**src/rtl/fetch_stage.sv**
```systemverilog
// Instruction fetch stage with IF/ID register; one fetch per cycle on zero-wait memory.
// Branch redirect squashes IF/ID; an abandoned in-flight request is drained before refetch.
module fetch_stage #(
  parameter logic [63:0] RESET_PC  = 64'h0,
  parameter logic [31:0] NOP_INSTR = 32'h0000_0013
) (
  input  logic        clk,
  input  logic        reset,
  input  logic        stall,
  input  logic        addermuxselect,
  input  logic        flush,
  input  logic [63:0] branch_target,
  output logic        imem_req,
  output logic [63:0] imem_addr,
  input  logic        imem_ready,
  input  logic [31:0] imem_rdata,
  output logic [63:0] if_id_pc,
  output logic [31:0] if_id_instr,
  output logic        if_id_valid
);

  typedef enum logic {FETCH = 1'b0, DRAIN = 1'b1} state_t;

  state_t      state_q, state_d;
  logic [63:0] pc_q, pc_d;
  logic [63:0] drain_addr_q, drain_addr_d;
  logic [63:0] hold_pc_q, hold_pc_d;
  logic [31:0] hold_instr_q, hold_instr_d;
  logic        hold_valid_q, hold_valid_d;
  logic [63:0] if_id_pc_q, if_id_pc_d;
  logic [31:0] if_id_instr_q, if_id_instr_d;
  logic        if_id_valid_q, if_id_valid_d;

  logic        complete;
  logic        redirect;
  logic [63:0] new_pc;

  always_ff @(posedge clk) begin
    if (reset) begin
      state_q       <= FETCH;
      pc_q          <= RESET_PC;
      drain_addr_q  <= 64'h0;
      hold_pc_q     <= 64'h0;
      hold_instr_q  <= NOP_INSTR;
      hold_valid_q  <= 1'b0;
      if_id_pc_q    <= 64'h0;
      if_id_instr_q <= NOP_INSTR;
      if_id_valid_q <= 1'b0;
    end else begin
      state_q       <= state_d;
      pc_q          <= pc_d;
      drain_addr_q  <= drain_addr_d;
      hold_pc_q     <= hold_pc_d;
      hold_instr_q  <= hold_instr_d;
      hold_valid_q  <= hold_valid_d;
      if_id_pc_q    <= if_id_pc_d;
      if_id_instr_q <= if_id_instr_d;
      if_id_valid_q <= if_id_valid_d;
    end
  end

  always_comb begin
    complete      = imem_req & imem_ready;
    redirect      = flush | addermuxselect;
    new_pc        = addermuxselect ? (branch_target & ~64'h3) : pc_q;
    state_d       = state_q;
    pc_d          = pc_q;
    drain_addr_d  = drain_addr_q;
    hold_pc_d     = hold_pc_q;
    hold_instr_d  = hold_instr_q;
    hold_valid_d  = hold_valid_q;
    if_id_pc_d    = if_id_pc_q;
    if_id_instr_d = if_id_instr_q;
    if_id_valid_d = if_id_valid_q;

    if (redirect) begin
      // Squash wins over stall; an unfinished FETCH request must still be drained.
      if_id_valid_d = 1'b0;
      if_id_instr_d = NOP_INSTR;
      hold_valid_d  = 1'b0;
      pc_d          = new_pc;
      if (state_q == FETCH && imem_req && !imem_ready) begin
        drain_addr_d = imem_addr;
        state_d      = DRAIN;
      end else if (complete) begin
        state_d = FETCH;
      end
    end else if (state_q == DRAIN) begin
      if (complete) state_d = FETCH;
      if (!stall) if_id_valid_d = 1'b0;
    end else if (hold_valid_q) begin
      if (!stall) begin
        if_id_pc_d    = hold_pc_q;
        if_id_instr_d = hold_instr_q;
        if_id_valid_d = 1'b1;
        hold_valid_d  = 1'b0;
      end
    end else if (complete) begin
      pc_d = pc_q + 64'd4;
      if (stall) begin
        hold_pc_d    = pc_q;
        hold_instr_d = imem_rdata;
        hold_valid_d = 1'b1;
      end else begin
        if_id_pc_d    = pc_q;
        if_id_instr_d = imem_rdata;
        if_id_valid_d = 1'b1;
      end
    end else if (!stall) begin
      // Decode consumed the last instruction and nothing replaced it.
      if_id_valid_d = 1'b0;
    end
  end

  always_comb begin
    imem_req  = !reset && (state_q == DRAIN || !hold_valid_q);
    imem_addr = (state_q == DRAIN) ? drain_addr_q : pc_q;
  end

  assign if_id_pc    = if_id_pc_q;
  assign if_id_instr = if_id_instr_q;
  assign if_id_valid = if_id_valid_q;

endmodule

```
**config.mk**
```make
export PLATFORM = sky130hd
export DESIGN_NAME = fetch_stage
export DESIGN_NICKNAME = d
export VERILOG_FILES = /design/src/rtl/fetch_stage.sv
export SDC_FILE = /design/constraint.sdc
export NUM_CORES = 1
export LEC_CHECK = 0
export CORE_MARGIN = 2
export CORE_UTILIZATION = 40
export CTS_BUF_LIST = sky130_fd_sc_hd__clkbuf_8
export DETAILED_ROUTE_END_ITERATION = 16
export PLACE_DENSITY = 0.6
export SETUP_SLACK_MARGIN = 0.15
export SYNTH_ARGS = -nofsm -noshare
export SYNTH_HDL_FRONTEND = slang
export SYNTH_SLANG_ARGS = --single-unit
```
**constraint.sdc**
```tcl
create_clock -name clk -period 4 [get_ports clk]
set_input_delay 0.6 -clock clk [delete_from_list [all_inputs] [get_ports clk]]
set_output_delay 0.6 -clock clk [all_outputs]
set_load 0.005 [all_outputs]
```
==> parameters.txt, run 1 <==
Parameter                              Value

Yosys
  Fraction of the yosys area taken by sequential cells    41.9%
  Leading cell type by number of instances after synthesis    sky130_fd_sc_hd__dfxtp_1
  Share of Yosys cell area claimed by the top area cell type    41.9%
  Area leader, netlist    sky130_fd_sc_hd__dfxtp_1
  Synth area leaders    sky130_fd_sc_hd__dfxtp_1 42%, sky130_fd_sc_hd__mux2_2 8.6%, sky130_fd_sc_hd__nand2_1 6.9%
  Total standard cell area after synthesis    15200 um^2
  Share of flip-flops with an asynchronous set or reset after synthesis    0%
  Number of unique standard cell types used by synthesis    66
  Predominant post-synthesis flop cell    sky130_fd_sc_hd__dfxtp_1
  Number of synthesized flops with an enable pin    0
  Number of warnings printed during yosys synthesis    0
  Flip-flop and latch count after synthesis    317
  Count of mapped cells out of synthesis    1781
  Post-synth top cells    317 x sky130_fd_sc_hd__dfxtp_1, 278 x sky130_fd_sc_hd__nand2_1, 137 x sky130_fd_sc_hd__nor2_1
  Post-synthesis area per instance    8.51 um^2

Setup path
  Data required time at the worst endpoint    3.40 ns
  Type of element launching the critical path    flop
  Delay of the slowest cell on the worst path    1.00 ns
  Number of buffers and inverters on the critical path    2
  Critical Path Fanout Max    81
  Worst path slowest cell    sky130_fd_sc_hd__dfxtp_4
  Crit path kind    reg2out
  Crit path DAT    2.71 ns
  Worst Setup End Kind    output port
  Crit path max-delay family    flip-flops
  List of cells traversed by the critical path    inv_1, a21oi_1, clkdlybuf4s50_1

Placed design
  Final estimated routing congestion in global placement    0.904
  Pre-CTS setup slack    0.864 ns
  Half-perimeter wire length of the detailed placement result    35.0 mm
  Cell Count Post-Placement    2416
  Number of I/O port buffers    259
  Cell area reported after detailed placement    18000 um^2

Route
  Detailed route wirelength on metal3    4.75 mm
  Residual DRC    0
  Highest routed layer    met5
  Count of antenna-violating nets left after detailed routing    0
  Number of vias after detailed routing    13.9k
  Post-Route WL    51.3 mm
  Met2 wirelength from detailed routing    22.3 mm
  Wire length per cell after detailed routing    20.4 um
  Violation count after the first detailed-route iteration    1054
  Via density    5.51
  Detailed-routing iteration count for the pre-antenna-repair pass    5
  WL met1    23.1 mm

STA
  Highest clock frequency the design can meet    302 MHz
  Rel. slew slack    28.0%
  Setup-violating endpoint count in the final report    0
  Final critical path time including I/O delays and setup    3.31 ns
  Min Hold Slack    0.274 ns
  Final period utilization    82.8%
  Max Clock Skew    0.0350 ns
  Setup WS post-layout    0.689 ns
  Count of pins over their slew limit    0
  Unrepaired setup endpoints after global routing    no
  Accumulated negative setup slack    0 ns
  Worst Max-Slew Pin Slew    1.08 ns
  Final Hold Fails    0

CTS
  Root buffer cell    sky130_fd_sc_hd__clkbuf_8
  Number of buffers inserted to repair setup after CTS    0
  Number of buffers on the longest clock path    3
  Clock insertion delay at the later pin of the skew report    0.65 ns
  Total number of H-tree levels    2
  Post_cts resized    0
  Hold-fix buffers at CTS    0
  CTS tree    done
  Number of clock sinks seen by CTS    317
  Number of buffers created by CTS    55
  Clock Pin Slew Worst Setup and Hold Paths    0.06 ns

Layout
  Area growth from synthesis to layout    27.3%
  Number of fillers in the final layout    3601
  Fraction of layout cells with a size suffix above 1    13.4%
  Net count, final    2065
  Number of non-filler instances in the completed layout    2522
  Final design area excluding fillers    19300 um^2
  Final cell utilization of the core    51.5%

Flow run
  Max-cap check violation count    0

Worst hold path
  Class of the most critical hold timing path    in2reg

Power and ir drop
  Maximum VDD drop    0.253 mV
  Power density cells    390 nW/um^2
  Reported leakage power    6.54 nW
  Total power    7.54 mW

Outcome
  Result of the run    finished clean

Die
  Core area    37500 um^2
  IO Pins    264
  Row count    71
  Total Die Area    39500 um^2
  Height of the chip    199 um
  Starting density of the core    40.4%
  Horizontal die dimension    199 um

Global routing
  Aggregate global-route resource usage    25.5%
  Number of antenna violations at the first check in global routing    9
  Global-route wire length before repair    77.3 mm
  Vias in the first global route    13.0k
  Maximum number of pins on one net before global-route repair    101
  Total global routing overflow    0
## path summary, 6_finish.rpt
path	startpoint	endpoint	slack, ns	depth (start not counted)
hold reg to reg	hold_pc_q[43]$_SDFFE_PP0P_	hold_pc_q[43]$_SDFFE_PP0P_	0.45	2
setup reg to reg	pc_q[33]$_SDFFE_PP0P_	pc_q[55]$_SDFFE_PP0P_	1.06	5
hold / removal	reset	hold_instr_q[7]$_SDFFE_PP0P_	0.27	2
setup / recovery	state_q$_SDFFE_PP0P_	imem_req	0.69	3
## layer usage
metal / up-vias / track usage, %
met5: - / 0
met4: 8 / 8.60
met3: 87 / 7.73
met2: 500 / 38.1
met1: 6559 / 34.9
li1: 6742 / -
## final cells by class
type                       instances  area, um^2  area share [%]
timing repair buffer             301        2920            15.1
clock buffer                      77        1060            5.49
tap                              511         639            3.31
inverter                          15        56.3           0.292
multi-input combinational       1272        8080            41.8
antenna                            3        7.51          0.0389
clock inverter                    26         190           0.985
sequential                       317        6350            32.9
## kinds of logic after synthesis
group           share of synthesized area [%]
simple gates                             21.6
compound gates                           15.9
flops                                    41.9
mux                                      15.4
buf+inv                                  5.20
fa+ha+maj                              0.0825
other cells                            0.0247
xor+xnor                               0.0578
## power by group
group	internal, mW	leakage [nW]	total, mW	switching, mW
combinational	0.415	3.26	0.828	0.413
sequential	3.25	2.57	3.42	0.167
clock	1.90	0.707	3.29	1.39
## worst reg2reg max path, stage by stage (launching register included)
cell	delay, ns
sky130_fd_sc_hd__dfxtp_1	0.69
sky130_fd_sc_hd__nand4_1	0.72
sky130_fd_sc_hd__nor2_1	0.40
sky130_fd_sc_hd__nand2_1	0.20
sky130_fd_sc_hd__or4_1	0.54
sky130_fd_sc_hd__a311oi_1	0.29
## placed cells by master, fill, tap and decap left out, types with 15 or more instances in the layout
cell type,Yosys,layout
sky130_fd_sc_hd__nand3_1,37,36
sky130_fd_sc_hd__dfxtp_1,317,315
sky130_fd_sc_hd__nor2_1,137,136
sky130_fd_sc_hd__buf_4,2,41
sky130_fd_sc_hd__mux2i_1,102,102
sky130_fd_sc_hd__a211oi_1,95,95
sky130_fd_sc_hd__inv_1,15,32
sky130_fd_sc_hd__a21oi_1,128,127
sky130_fd_sc_hd__a31oi_1,18,18
sky130_fd_sc_hd__clkbuf_8,0,78
sky130_fd_sc_hd__o21ai_0,38,38
sky130_fd_sc_hd__and2_1,15,15
sky130_fd_sc_hd__nor4_1,24,22
sky130_fd_sc_hd__or3_1,19,19
sky130_fd_sc_hd__mux2_2,116,116
sky130_fd_sc_hd__clkdlybuf4s50_1,0,257
sky130_fd_sc_hd__nor3_1,16,16
sky130_fd_sc_hd__nand4_1,48,48
sky130_fd_sc_hd__nor2b_1,63,63
sky130_fd_sc_hd__nand2_1,278,277
## registers in the layout (all words and copies together) (netlist names), 32 cells and up
signal        count
drain_addr_q     64
hold_pc_q        62
if_id_pc         62
pc_q             62
hold_instr_q     32
if_id_instr      32
No activity file was read; power rests on OpenSTA's default activity.
==> run 2, diff against run 1 <==
--- a/config.mk
+++ b/config.mk
@@ -9,7 +9,7 @@
 export CORE_UTILIZATION = 40
 export CTS_BUF_LIST = sky130_fd_sc_hd__clkbuf_8
 export DETAILED_ROUTE_END_ITERATION = 16
-export PLACE_DENSITY = 0.6
+export PLACE_DENSITY = 0.63
 export SETUP_SLACK_MARGIN = 0.15
 export SYNTH_ARGS = -nofsm -noshare
 export SYNTH_HDL_FRONTEND = slang
==> constraint.sdc (replaced) <==
create_clock -name clk -period 2.9 [get_ports clk]
set_input_delay 0.435 -clock clk [delete_from_list [all_inputs] [get_ports clk]]
set_output_delay 0.435 -clock clk [all_outputs]
set_load 0.005 [all_outputs]
==> run 2 against run 1 <==
Against the previous run: utilization increased by 1.1 points; sequential power increased by 35%; worst setup slack got worse by 0.43 ns; cell area increased by 2.1%; first-iteration DRC count decreased by 3.9%; critical path depth unchanged; largest cell class unchanged.
==> parameters.txt, run 2 (synthesized netlist as in run 1, its figures left out) <==
Parameter                              Value

Power and ir drop
  Maximum VDD drop    0.317 mV (was 0.253 mV)
  Power density cells    511 nW/um^2 (was 390 nW/um^2)
  Reported leakage power    6.80 nW (was 6.54 nW)

Global routing
  Vias in the first global route    13.4k (was 13.0k)
  Number of antenna violations at the first check in global routing    10 (was 9)
  Maximum number of pins on one net before global-route repair    121 (was 101)
  Aggregate global-route resource usage    26.0% (was 25.5%)
  Total global routing overflow    0 (unchanged)
  Global-route wire length before repair    78.9 mm (was 77.3 mm)

Route
  Number of vias after detailed routing    14.2k (was 13.9k)
  Violation count after the first detailed-route iteration    1013 (was 1054)
  Wire length per cell after detailed routing    20.1 um (was 20.4 um)
  Detailed-routing iteration count for the pre-antenna-repair pass    6 (was 5)
  Via density    5.50 (was 5.51)
  Post-Route WL    51.8 mm (was 51.3 mm)
  Count of antenna-violating nets left after detailed routing    0 (unchanged)
  Residual DRC    0 (unchanged)

Die
  Total Die Area    39500 um^2 (unchanged)
  IO Pins    264 (unchanged)
  Horizontal die dimension    199 um (unchanged)
  Starting density of the core    40.4% (unchanged)
  Row count    71 (unchanged)
  Core area    37500 um^2 (unchanged)
  Height of the chip    199 um (unchanged)

STA
  Rel. slew slack    37.0% (was 28.0%)
  Accumulated negative setup slack    0 ns (unchanged)
  Unrepaired setup endpoints after global routing    yes (was no)
  Max Clock Skew    0.0172 ns (was 0.0350 ns)
  Final Hold Fails    0 (unchanged)
  Final period utilization    90.9%
  Setup-violating endpoint count in the final report    0 (unchanged)
  Highest clock frequency the design can meet    379 MHz
  Count of pins over their slew limit    0 (unchanged)
  Final critical path time including I/O delays and setup    2.64 ns
  Worst Max-Slew Pin Slew    0.945 ns (was 1.08 ns)

Setup path
  Crit path DAT    2.20 ns (was 2.71 ns)
  Number of buffers and inverters on the critical path    2 (unchanged)
  Cell count of the worst reg-to-reg path    8 (was 5)
  Critical Path Fanout Max    7 (was 81)
  Type of element launching the critical path    flop (unchanged)
  Worst Setup End Kind    output port (unchanged)
  Data required time at the worst endpoint    2.47 ns (was 3.40 ns)
  List of cells traversed by the critical path    inv_1, o21ai_0, clkdlybuf4s50_1 (was inv_1, a21oi_1, clkdlybuf4s50_1)
  Register-to-Register Setup Slack    0.34 ns (was 1.06 ns)
  Crit path kind    reg2out (unchanged)
  Worst path slowest cell    sky130_fd_sc_hd__clkdlybuf4s50_1 (was sky130_fd_sc_hd__dfxtp_4)
  Total number of cells along the worst setup path    3 (unchanged)
  Delay of the slowest cell on the worst path    0.57 ns (was 1.00 ns)
  Crit path max-delay family    buffers and inverters (was flip-flops)

CTS
  Clock Pin Slew Worst Setup and Hold Paths    0.06 ns (about the same)
  Total number of H-tree levels    2 (unchanged)
  Number of buffers created by CTS    56 (was 55)
  Number of buffers on the longest clock path    3 (unchanged)
  Hold-fix buffers at CTS    0 (unchanged)
  Clock insertion delay at the later pin of the skew report    0.65 ns (about the same)
  Number of clock sinks seen by CTS    317 (unchanged)
  CTS tree    done (unchanged)
  Root buffer cell    sky130_fd_sc_hd__clkbuf_8 (unchanged)

Layout
  Final design area excluding fillers    19700 um^2 (was 19300 um^2)
  Total area of multi-input combinational cells    8080 um^2 (unchanged)
  Leading cell types in the layout, fill and taps excluded    314 x sky130_fd_sc_hd__dfxtp_1, 277 x sky130_fd_sc_hd__nand2_1, 257 x sky130_fd_sc_hd__clkdlybuf4s50_1, 136 x sky130_fd_sc_hd__nor2_1, 127 x sky130_fd_sc_hd__a21oi_1 (was 315 x sky130_fd_sc_hd__dfxtp_1, 277 x sky130_fd_sc_hd__nand2_1, 257 x sky130_fd_sc_hd__clkdlybuf4s50_1, 136 x sky130_fd_sc_hd__nor2_1, 127 x sky130_fd_sc_hd__a21oi_1)
  Max FFs per register    64 (unchanged)
  Commonest non-fill, non-tap cell in the layout    sky130_fd_sc_hd__dfxtp_1 (unchanged)
  Most flop-heavy register    drain_addr_q (unchanged)
  Area growth from synthesis to layout    30.0% (was 27.3%)
  Net count, final    2123 (was 2065)
  Number of fillers in the final layout    3556 (was 3601)
  Area taken by flip-flops and latches    6350 um^2 (about the same)
  Fraction of layout cells with a size suffix above 1    15.4% (was 13.4%)

Placed design
  Number of I/O port buffers    259 (unchanged)
  Final estimated routing congestion in global placement    0.908 (was 0.904)
  Cell area reported after detailed placement    18600 um^2 (was 18000 um^2)
  Half-perimeter wire length of the detailed placement result    36.2 mm (was 35.0 mm)

Flow run
  Max-cap check violation count    0 (unchanged)

Outcome
  Result of the run    finished clean (unchanged)

Worst hold path
  Class of the most critical hold timing path    in2reg (unchanged)
  Worst Hold Path Cells    3 (was 2)
## run 2: cell types whose count changed in the layout (fill, tap and decap cells not counted), sizes merged
cell	delta
diode	+3
inv	+4
clkinv	+1
buf	+57
bufinv	-1
clkbuf	-10
## run 2: layout make-up
| class | instances | share of cell area (%) |
|---|---|---|
| clock buffers | 67 | 4.68 |
| clock inverters | 30 | 0.953 |
| inverters | 15 | 0.286 |
| well taps | 511 | 3.24 |
| repair buffers | 358 | 17.5 |
| multi-input cells | 1272 | 41.0 |
| diodes | 6 | 0.0762 |
| flip-flops and latches | 317 | 32.3 |
## run 2: worst reg2reg max path, cell delays in order (launching register included)
cell and delay (ns):
sky130_fd_sc_hd__dfxtp_4 0.36, sky130_fd_sc_hd__buf_4 0.13, sky130_fd_sc_hd__buf_6 0.15, sky130_fd_sc_hd__or4b_4 0.68
sky130_fd_sc_hd__buf_4 0.20, sky130_fd_sc_hd__o41ai_1 0.34, sky130_fd_sc_hd__o21ai_0 0.16, sky130_fd_sc_hd__a221o_1 0.29
sky130_fd_sc_hd__o211a_1 0.14
## run 2: where the power goes
part | internal, mW | leakage [nW] | switching [mW] | total, mW
Sequential | 4.49 | 2.57 | 0.133 | 4.62
Combinational | 0.629 | 3.58 | 0.680 | 1.31
Clock | 2.26 | 0.647 | 1.88 | 4.14
## run 2: stage by stage
step	std cells	util, %	hold WS [ns]	power [mW]	worst slack (ns)
after floorplan	1782	-	0.436	5.33	0.749
after CTS	2570	52.5	0.0979	10.2	0.152
after detailed placement	2470	49.5	0.446	6.01	0.213
final	2576	52.6	0.162	10.1	0.264
after global placement	2470	49.5	0.441	5.99	0.221
after global routing	2575	52.6	0.192	10.5	0.116
## run 2: worst paths after layout
check	startpoint	end
setup reg to reg	state_q$_SDFFE_PP0P_	pc_q[40]$_SDFFE_PP0P_
hold reg to reg	hold_pc_q[17]$_SDFFE_PP0P_	hold_pc_q[17]$_SDFFE_PP0P_
setup / recovery	pc_q[50]$_SDFFE_PP0P_	imem_addr[50]
hold / removal	addermuxselect	pc_q[2]$_SDFFE_PP0P_
## run 2: repair_timing
item,4_1_cts,5_1_grt
setup endpoints to repair,38,2
buffers inserted,3,0
gates resized for setup,1,2
## run 2: layer usage
layer / vias to the layer above / track usage (%) / wire [um]
li1: 6859 / - / -
met4: 2 / 10.1 / 1410
met5: - / 0 / 13
met1: 6623 / 35.7 / 22900
met3: 95 / 7.32 / 4980
met2: 589 / 38.6 / 22500
==> run 3, diff against run 2 <==
--- a/config.mk
+++ b/config.mk
@@ -6,10 +6,10 @@
 export NUM_CORES = 1
 export LEC_CHECK = 0
 export CORE_MARGIN = 2
-export CORE_UTILIZATION = 40
+export CORE_UTILIZATION = 45
 export CTS_BUF_LIST = sky130_fd_sc_hd__clkbuf_8
 export DETAILED_ROUTE_END_ITERATION = 16
-export PLACE_DENSITY = 0.63
+export PLACE_DENSITY = 0.69
 export SETUP_SLACK_MARGIN = 0.15
 export SYNTH_ARGS = -nofsm -noshare
 export SYNTH_HDL_FRONTEND = slang
==> run 3 against run 2 <==
Against the previous run: sequential power is essentially flat; clock skew rose by 0.031 ns; hold slack got worse by 0.031 ns; sequential share of layout area grew 0.082 points; clock power is 2% higher; critical path depth did not move; global-route usage rose by 1.7 points; register-to-register slack better by 0.11 ns; power grew 0.95%; die area fell by 11%; cell count down 2.4%; largest power group unchanged.
==> parameters.txt, run 3 (synthesized netlist as in run 1, its figures left out) <==
Parameter                              Value

Route
  Detailed-routing iteration count for the pre-antenna-repair pass    5 (was 6)
  Count of antenna-violating nets left after detailed routing    0 (unchanged)
  Number of vias after detailed routing    14.3k (was 14.2k)
  Wire length per cell after detailed routing    20.2 um (was 20.1 um)
  Residual DRC    0 (unchanged)
  Post-Route WL    50.8 mm (was 51.8 mm)
  Via density    5.67 (was 5.50)
  Violation count after the first detailed-route iteration    1199 (was 1013)

Power and ir drop
  Clock group share of total power    41.7% (was 41.1%)
  Reported leakage power    6.80 nW (about the same)
  Switching part of the total power    26.5% (was 26.7%)
  Cell-internal power    7.47 mW (was 7.38 mW)
  Seq pwr share    45.7% (was 45.9%)
  Sw Pwr    2.69 mW (about the same)
  Maximum VDD drop    0.435 mV (was 0.317 mV)
  Logic pwr share    12.6% (was 13.0%)
  Power density cells    517 nW/um^2 (was 511 nW/um^2)

Setup path
  Crit path max-delay family    buffers and inverters (unchanged)
  Worst Setup End Kind    output port (unchanged)
  Worst R2R End    pc_q[59]$_SDFFE_PP0P_ (was pc_q[40]$_SDFFE_PP0P_)
  Cell count of the worst reg-to-reg path    5 (was 8)
  Worst path slowest cell    sky130_fd_sc_hd__clkdlybuf4s50_1 (unchanged)
  Crit path kind    reg2out (unchanged)
  Data required time at the worst endpoint    2.47 ns (about the same)
  List of cells traversed by the critical path    buf_12, mux2_2, clkdlybuf4s50_1 (was inv_1, o21ai_0, clkdlybuf4s50_1)
  Number of buffers and inverters on the critical path    2 (unchanged)
  Type of element launching the critical path    flop (unchanged)
  Crit path DAT    2.20 ns (about the same)
  Delay of the slowest cell on the worst path    0.50 ns (was 0.57 ns)
  Critical Path Fanout Max    41 (was 7)
  Launch instance of the worst register-to-register path    pc_q[52]$_SDFFE_PP0P_ (was state_q$_SDFFE_PP0P_)
  Register-to-Register Setup Slack    0.45 ns (was 0.34 ns)

Global routing
  Total global routing overflow    0 (unchanged)
  Aggregate global-route resource usage    27.8% (was 26.0%)
  Maximum number of pins on one net before global-route repair    99 (was 121)
  Vias in the first global route    13.3k (was 13.4k)
  Number of antenna violations at the first check in global routing    9 (was 10)
  Global-route wire length before repair    77.3 mm (was 78.9 mm)

Die
  Height of the chip    188 um (was 199 um)
  Row count    67 (was 71)
  Core area    33400 um^2 (was 37500 um^2)
  Horizontal die dimension    188 um (was 199 um)
  Total Die Area    35200 um^2 (was 39500 um^2)
  Starting density of the core    45.4% (was 40.4%)
  IO Pins    264 (unchanged)

STA
  Rel. slew slack    28.8% (was 37.0%)
  Worst Max-Slew Pin Slew    1.07 ns (was 0.945 ns)
  Max Clock Skew    0.0478 ns (was 0.0172 ns)
  Highest clock frequency the design can meet    379 MHz (about the same)
  Unrepaired setup endpoints after global routing    no (was yes)
  Final critical path time including I/O delays and setup    2.64 ns (about the same)
  Count of pins over their slew limit    0 (unchanged)
  Final period utilization    90.9% (about the same)
  Setup-violating endpoint count in the final report    0 (unchanged)
  Accumulated negative setup slack    0 ns (unchanged)
  Final Hold Fails    0 (unchanged)

Placed design
  Final estimated routing congestion in global placement    0.926 (was 0.908)
  Number of I/O port buffers    259 (unchanged)
  Half-perimeter wire length of the detailed placement result    34.9 mm (was 36.2 mm)
  Cell Count Post-Placement    2402 (was 2470)

Worst hold path
  End of the worst hold path    pc_q[46]$_SDFFE_PP0P_ (was pc_q[2]$_SDFFE_PP0P_)
  Startpoint of the worst hold path    reset (was addermuxselect)
  Class of the most critical hold timing path    in2reg (unchanged)
  Worst Hold Path Cells    2 (was 3)

CTS
  Number of buffers created by CTS    56 (unchanged)
  Hold-fix buffers at CTS    0 (unchanged)
  Number of clock sinks seen by CTS    317 (unchanged)
  CTS tree    done (unchanged)
  Clock insertion delay at the later pin of the skew report    0.62 ns (was 0.65 ns)
  Root buffer cell    sky130_fd_sc_hd__clkbuf_8 (unchanged)
  Number of buffers on the longest clock path    3 (unchanged)
  Total number of H-tree levels    2 (unchanged)
  Clock Pin Slew Worst Setup and Hold Paths    0.06 ns (about the same)

Layout
  Area growth from synthesis to layout    29.7% (was 30.0%)
  Leading cell types in the layout, fill and taps excluded    312 x sky130_fd_sc_hd__dfxtp_1, 277 x sky130_fd_sc_hd__nand2_1, 258 x sky130_fd_sc_hd__clkdlybuf4s50_1, 136 x sky130_fd_sc_hd__nor2_1, 127 x sky130_fd_sc_hd__a21oi_1 (was 314 x sky130_fd_sc_hd__dfxtp_1, 277 x sky130_fd_sc_hd__nand2_1, 257 x sky130_fd_sc_hd__clkdlybuf4s50_1, 136 x sky130_fd_sc_hd__nor2_1, 127 x sky130_fd_sc_hd__a21oi_1)
  Number of non-filler instances in the completed layout    2513 (was 2576)
  Most flop-heavy register    drain_addr_q (unchanged)
  Fraction of layout cells with a size suffix above 1    15.7% (was 15.4%)
  Net count, final    2117 (was 2123)
  Max FFs per register    64 (unchanged)
  Commonest non-fill, non-tap cell in the layout    sky130_fd_sc_hd__dfxtp_1 (unchanged)

Flow run
  Max-cap check violation count    0 (unchanged)

Outcome
  Result of the run    finished clean (unchanged)
==> run 3: cell type report <==
cell class | count | area [um^2]
antenna | 7 | 17.5
clock buffer | 74 | 1020
clock inverter | 28 | 148
fill | 3035 | 13700
inverter | 15 | 56.3
multi-input combinational | 1272 | 8080
sequential | 317 | 6360
tap | 448 | 561
timing repair buffer | 352 | 3430
==> run 3: power groups by stage <==
| stage | registers (mW) | logic, mW | clock network [mW] |
|---|---|---|---|
| after floorplan | 4.64 | 0.688 | 0 |
| after global placement | 4.73 | 1.23 | 0 |
| after detailed placement | 4.74 | 1.25 | 0 |
| after CTS | 4.63 | 1.27 | 4.31 |
| after global routing | 4.65 | 1.37 | 4.52 |
| final | 4.64 | 1.28 | 4.24 |
==> run 3: per-stage QoR <==
stage	hold slack, ns	util (%)	instance area [um^2]	total power, mW	worst slack [ns]
6_report	0.131	58.9	19700	10.2	0.262
5_1_grt	0.121	58.9	19700	10.6	0.158
3_5_place_dp	0.446	55.3	18400	5.98	0.213
3_3_place_gp	0.441	55.3	18400	5.96	0.243
4_1_cts	0.104	58.9	19600	10.2	0.156
2_1_floorplan	0.436	-	15200	5.33	0.749
==> run 3: how the worst max path moves through the flow <==
stage	cells past startpoint	slack, ns	endpoint	from
after floorplan	7	0.75	if_id_pc[10]$_SDFFE_PP0P_	flush
after global placement	6	0.24	pc_q[45]$_SDFFE_PP0P_	imem_ready
after detailed placement	6	0.21	pc_q[45]$_SDFFE_PP0P_	imem_ready
after CTS	3	0.16	imem_addr[37]	pc_q[37]$_SDFFE_PP0P_
after global routing	3	0.16	imem_req	hold_valid_q$_SDFFE_PP0N_
final	3	0.26	imem_addr[20]	state_q$_SDFFE_PP0P_
==> run 3: layer usage <==
| metal | global-route usage (%) | vias to the layer above | routed length (um) |
|---|---|---|---|
| li1 | - | 6853 | - |
| met1 | 37.6 | 6722 | 22200 |
| met3 | 8.33 | 88 | 4990 |
| met2 | 42.3 | 582 | 22500 |
| met5 | 0 | - | 41 |
| met4 | 8.99 | 6 | 1130 |
==> run 3: worst register-to-register path: cells and delay by family (launching register included) <==
family | cells | cell delay, ns
DFF | 1 | 0.65
and+or+nand+nor | 3 | 1.33
AOI/OAI and AO/OA | 2 | 0.35
==> run 3: timing repair <==
action,CTS,global route
gates resized for setup,1,5
cloned,0,0
pin swaps,0,0
setup endpoints to repair,33,5
setup buffers,2,0
